File: config.mk
export PLATFORM = sky130hd
export DESIGN_NAME = iob_fifo_wr_arbiter
export DESIGN_NICKNAME = d
export VERILOG_FILES = /design/src/rtl/iob_fifo_wr_arbiter_pkg.sv /design/src/rtl/iob_rr_prio_enc.sv /design/src/rtl/iob_fifo_wr_arbiter.sv
export SDC_FILE = /design/constraint.sdc
export NUM_CORES = 1
export LEC_CHECK = 0
export CAP_MARGIN = 25
export CORE_ASPECT_RATIO = 0.6
export CORE_MARGIN = 2
export CORE_UTILIZATION = 40
export CTS_CLUSTER_DIAMETER = 100
export CTS_CLUSTER_SIZE = 10
export DETAILED_ROUTE_END_ITERATION = 6
export DONT_BUFFER_PORTS = 1
export PLACE_DENSITY = 0.62
export RECOVER_POWER = 50
export SETUP_SLACK_MARGIN = 0.3
export SLEW_MARGIN = 20
export SYNTH_ARGS = -nofsm -noshare
export SYNTH_HDL_FRONTEND = slang
export SYNTH_SLANG_ARGS = --single-unit
File: constraint.sdc
create_clock -name clk_i -period 3.05 [get_ports clk_i]
set_clock_uncertainty 0.2 [all_clocks]
set_input_delay 0.4575 -clock clk_i [delete_from_list [all_inputs] [get_ports clk_i]]
set_output_delay 0.4575 -clock clk_i [all_outputs]
set_load 0.005 [all_outputs]
File: src/rtl/iob_fifo_wr_arbiter_pkg.sv
// Shared types for the FIFO write-port arbiter: the two-state grant FSM encoding.
package iob_fifo_wr_arbiter_pkg;

    typedef enum logic {
        IDLE  = 1'b0,
        BURST = 1'b1
    } arb_state_t;

endpackage

File: src/rtl/iob_rr_prio_enc.sv
// Combinational round-robin priority encoder: searches upward from last_id+1,
// wrapping at N, and reports the first requester found.
module iob_rr_prio_enc #(
    parameter int N    = 4,
    parameter int ID_W = $clog2(N)
) (
    input  logic [N-1:0]    req,
    input  logic [ID_W-1:0] last_id,
    output logic [ID_W-1:0] winner_id,
    output logic            any
);

    // Wraps at N rather than 2**ID_W so non-power-of-two N works.
    function automatic logic [ID_W-1:0] next_id(input logic [ID_W-1:0] id);
        return (id == ID_W'(N - 1)) ? '0 : id + 1'b1;
    endfunction

    // NOTE: every variable written here gets a default first, so no latch is inferred.
    always_comb begin
        logic [ID_W-1:0] idx;
        winner_id = '0;
        any       = 1'b0;
        idx       = next_id(last_id);
        for (int i = 0; i < N; i++) begin
            if (!any && req[idx]) begin
                any       = 1'b1;
                winner_id = idx;
            end
            idx = next_id(idx);
        end
    end

endmodule

File: src/rtl/iob_fifo_wr_arbiter.sv
// Round-robin arbiter sharing one async-FIFO write port between N packet streams;
// a grant is held until the packet ends or MAX_BURST beats have been written.
module iob_fifo_wr_arbiter
    import iob_fifo_wr_arbiter_pkg::*;
#(
    parameter int N         = 4,
    parameter int DATA_W    = 32,
    parameter int ADDR_W    = 8,
    parameter int MAX_BURST = 16,
    parameter int MIN_FREE  = 4
) (
    input  logic                  clk_i,
    input  logic                  rst_n_i,
    input  logic                  cke_i,
    input  logic [N-1:0]          req_valid_i,
    input  logic [N-1:0]          req_last_i,
    input  logic [N*DATA_W-1:0]   req_data_i,
    output logic [N-1:0]          req_ready_o,
    output logic                  fifo_w_en_o,
    output logic [DATA_W-1:0]     fifo_w_data_o,
    input  logic                  fifo_w_full_i,
    input  logic [ADDR_W:0]       fifo_w_level_i,
    output logic                  grant_valid_o,
    output logic [$clog2(N)-1:0]  grant_id_o
);

    localparam int ID_W  = $clog2(N);
    localparam int CNT_W = $clog2(MAX_BURST + 1);

    localparam logic [ADDR_W:0]  DEPTH      = {1'b1, {ADDR_W{1'b0}}};
    localparam logic [ADDR_W:0]  MIN_FREE_W = (ADDR_W + 1)'(MIN_FREE);
    localparam logic [CNT_W-1:0] CNT_CAP    = CNT_W'(MAX_BURST);

    arb_state_t        state;
    logic [ID_W-1:0]   last_id;
    logic [CNT_W-1:0]  beat_cnt;
    logic [ADDR_W:0]   free_words;
    logic [ID_W-1:0]   winner_id;
    logic              any_req;
    logic              admit;
    logic              accept;
    logic              burst_end;
    logic [DATA_W-1:0] grant_data;

    iob_rr_prio_enc #(
        .N    (N),
        .ID_W (ID_W)
    ) u_rr_prio_enc (
        .req       (req_valid_i),
        .last_id   (last_id),
        .winner_id (winner_id),
        .any       (any_req)
    );

    // The level lags real occupancy, so this is only an admission filter;
    // the full flag still gates every individual beat.
    assign free_words = DEPTH - fifo_w_level_i;
    assign admit      = any_req && (free_words >= MIN_FREE_W);

    assign grant_data = req_data_i[int'(grant_id_o) * DATA_W +: DATA_W];

    always_comb begin
        req_ready_o = '0;
        if (state == BURST) begin
            req_ready_o[grant_id_o] = ~fifo_w_full_i;
        end
    end

    assign accept        = (state == BURST) && req_valid_i[grant_id_o] && !fifo_w_full_i && cke_i;
    assign fifo_w_en_o   = accept;
    assign fifo_w_data_o = accept ? grant_data : '0;

    // A burst hitting the cap without last is split; the remainder waits for the next win.
    assign burst_end = req_last_i[grant_id_o] || ((beat_cnt + 1'b1) == CNT_CAP);

    // NOTE: state uses non-blocking assignments; reset is sampled on the clock edge.
    always_ff @(posedge clk_i) begin
        if (!rst_n_i) begin
            state         <= IDLE;
            last_id       <= ID_W'(N - 1);
            grant_id_o    <= '0;
            grant_valid_o <= 1'b0;
            beat_cnt      <= '0;
        end else if (cke_i) begin
            case (state)
                IDLE: begin
                    if (admit) begin
                        state         <= BURST;
                        grant_id_o    <= winner_id;
                        grant_valid_o <= 1'b1;
                        beat_cnt      <= '0;
                    end
                end
                BURST: begin
                    if (accept) begin
                        beat_cnt <= beat_cnt + 1'b1;
                        if (burst_end) begin
                            state         <= IDLE;
                            grant_valid_o <= 1'b0;
                            last_id       <= grant_id_o;
                        end
                    end
                end
                default: state <= IDLE;
            endcase
        end
    end

endmodule

==> run metrics <==
run status finished, final reports clean; dominant combinational cell family by area after synthesis multiplexers; non-filler cells, final 224; number of max-cap violations 0; count of final max-slew check failures 0; Core Util, Final 0.433; Max Clk Rate 373 MHz; Synthesized Nets 324; startpoint kind of the worst setup timing path flip-flop; chip width 90.6 µm; number of clock buffers inserted by TritonCTS 3; switching pwr 116 µW; detailed-route DRC error count 0; worst slew margin relative to its limit 0.401; largest net degree at the start of global routing 44; Sequential Power Share 0.359; portion of netlist area occupied by mux cells 0.435; TritonCTS sink count 11; placed cells 220; proportion of register bits with asynchronous set or reset after synthesis 0; Syn Area/Cell 10.4 µm²; overall die area 5070 µm²; Main synth FF type sky130_fd_sc_hd__dfxtp_1; worst hold path type input port to flip-flop; fraction of final layout cells with drive strength greater than 1 0.256; critical path class flip-flop to primary output; #FFs+latches synth 11; TritonCTS clock tree done; last weighted congestion value of the routability-driven placer 0.770; y dimension of the die 56.0 µm; area of the core 4210 µm²; number of setup buffers added after CTS 0; count of H-tree levels built during CTS 1; area growth from synthesis to layout 1.39%; maximum root-to-sink buffer count 2; required time reported for the critical path endpoint 2.39 ns; Synth Area in XOR/XNOR 0; Detail Placement HPWL 5060 µm; nature of the critical path endpoint primary output; worst vdd rail ir drop 0.146 mV; Via Count 1562; minimum clock period after layout 2.68 ns; number of antenna cells inserted 0; TritonRoute pass-1 iters 4; Adder-Cell Fraction of Synth Area 0.0139; final cycle utilization of the critical path 0.879; antenna violations before repair 0; setup violators final 0; number of design-rule violations left by the first detailed-router iteration 105; setup TNS 0 ns; internal power consumption 324 µW; clock-pin slew reported for the worst setup and hold paths after clock tree synthesis 0.06 ns; basic-gate share of the synthesized area counting and, or, nand and nor cells 0.239; first-pass GRT wire length 9380 µm; I/O Pins 189; FP Rows 18; total grt overflow 0; number of buffers added to fix hold violations after cts 0; worst slew pin tran 0.899 ns; filler cell count in the final layout 401; Post-layout nets 316; number of buffers inserted by port buffering 0; Avg Vias per Cell 6.97; post-synthesis compound-gate area fraction 0.124; cell with the most instances after synthesis sky130_fd_sc_hd__mux4_2; share of the yosys chip area belonging to registers 0.122; cts repair resizes 0; number of standard cells after synthesis 173; post-synth top area cell sky130_fd_sc_hd__mux4_2; WHS 0.125 ns; largest fanout on the critical path 38; Synth top area share 0.413; final hold viol count 0; clock power share 0.335; most numerous cell types in the synthesized netlist sky130_fd_sc_hd__mux4_2, sky130_fd_sc_hd__and2_1, sky130_fd_sc_hd__dfxtp_1; Pleak 0.570 nW; wire length after detailed routing 6170 µm; power per cell area 241 nW/µm²; initial core utilization 0.428; synth warn 0; Post-Syn Area 1800 µm²; data arrival time of the critical path 2.02 ns; RSZ-0062 raised after global routing false; Post-synth EDFFs 0; number of global-route vias before repair 1642; part of the total power dissipated in combinational logic 0.306; global-route total usage across every layer 0.236; biggest area contributors in the synthesized netlist sky130_fd_sc_hd__mux4_2, sky130_fd_sc_hd__dfxtp_1, sky130_fd_sc_hd__and2_1, sky130_fd_sc_hd__a21oi_1, sky130_fd_sc_hd__mux2i_1; Distinct cells, synth 40; post-route ant nets 0; Wirelength per Cell 27.5 µm; root buffer selected by CTS sky130_fd_sc_hd__clkbuf_8; clock latency on the worst-skew pair 0.24 ns; switching fraction of total power 0.264
[cell type report]
type                            count  area (µm²)  share of cell area
Multi-Input combinational cell    140        1430               0.782
Sequential cell                    11         221               0.121
Tap cell                           60        75.1              0.0411
Clock buffer                        4        45.0              0.0247
Inverter                            7        31.3              0.0171
Timing Repair Buffer                2        25.0              0.0137
[registers in the layout, indices dropped and copies added (netlist names)]
signal / flops
beat_cnt: 5
grant_id_o: 2
last_id: 2
grant_valid_o: 1
state: 1
[per-stage QoR]
step / cell area (µm²) / setup slack, ns / power, mW
finish: 1830 / 0.368 / 0.440
global route: 1830 / 0.266 / 0.463
CTS: 1860 / 0.543 / 0.446
detailed placement: 1820 / 0.811 / 0.298
global placement: 1820 / 0.833 / 0.294
floorplan: 1800 / 0.798 / 0.285
[worst max-delay path, stage by stage (launching register included)]
cell and delay, ns:
sky130_fd_sc_hd__dfxtp_1 0.42, sky130_fd_sc_hd__clkbuf_2 0.73, sky130_fd_sc_hd__mux4_2 0.42, sky130_fd_sc_hd__and2_1 0.20
[cell usage in the layout, fill, tap and decap left out, drive strengths merged, types with 3 or more instances in the layout]
cell type	instances
inv	6
nand3	8
clkbuf	5
a21oi	10
o21ai	5
nor3	3
and2	33
o211ai	3
mux2i	4
dfxtp	11
nand2b	4
and3	3
nand2	9
mux4	33
[power by group through the flow]
stage | registers, mW | logic (mW) | clock network [mW]
floorplan | 0.155 | 0.130 | 0
global placement | 0.161 | 0.133 | 0
detailed placement | 0.161 | 0.137 | 0
CTS | 0.158 | 0.138 | 0.149
global route | 0.159 | 0.146 | 0.158
finish | 0.158 | 0.135 | 0.147
[layer usage]
metal  global-route usage  routed length [µm]  vias to the layer above  part of all wire
met1                0.279                2310                      779              0.37
met3               0.0569                 497                        8             0.081
met2                0.439                3270                      108              0.53
li1                     -                   -                      667                 -
met4               0.0462                  91                        0             0.015
met5                    0                   0                        -                 0
[kinds of logic (layout without fill, tap and decap cells)]
kind of cell / Yosys count / in the layout
AO/OA/AOI/OAI: 30 / 30
adder cells (fa/ha/maj): 2 / 2
buffers and inverters: 22 / 13
flip-flops: 11 / 11
multiplexers: 37 / 37
AND/OR/NAND/NOR: 71 / 71
[worst paths after layout]
kind / to / slack, ns / depth (start not counted) / from
worst min-delay path: last_id[0] / 0.12 / 1 / rst_n_i
worst max register to register: state / 0.51 / 5 / grant_id_o[1]
worst max-delay path: fifo_w_data_o[6] / 0.37 / 3 / grant_id_o[1]
worst min register to register: grant_valid_o / 0.28 / 2 / grant_valid_o
No activity file was read; power rests on OpenSTA's default activity.
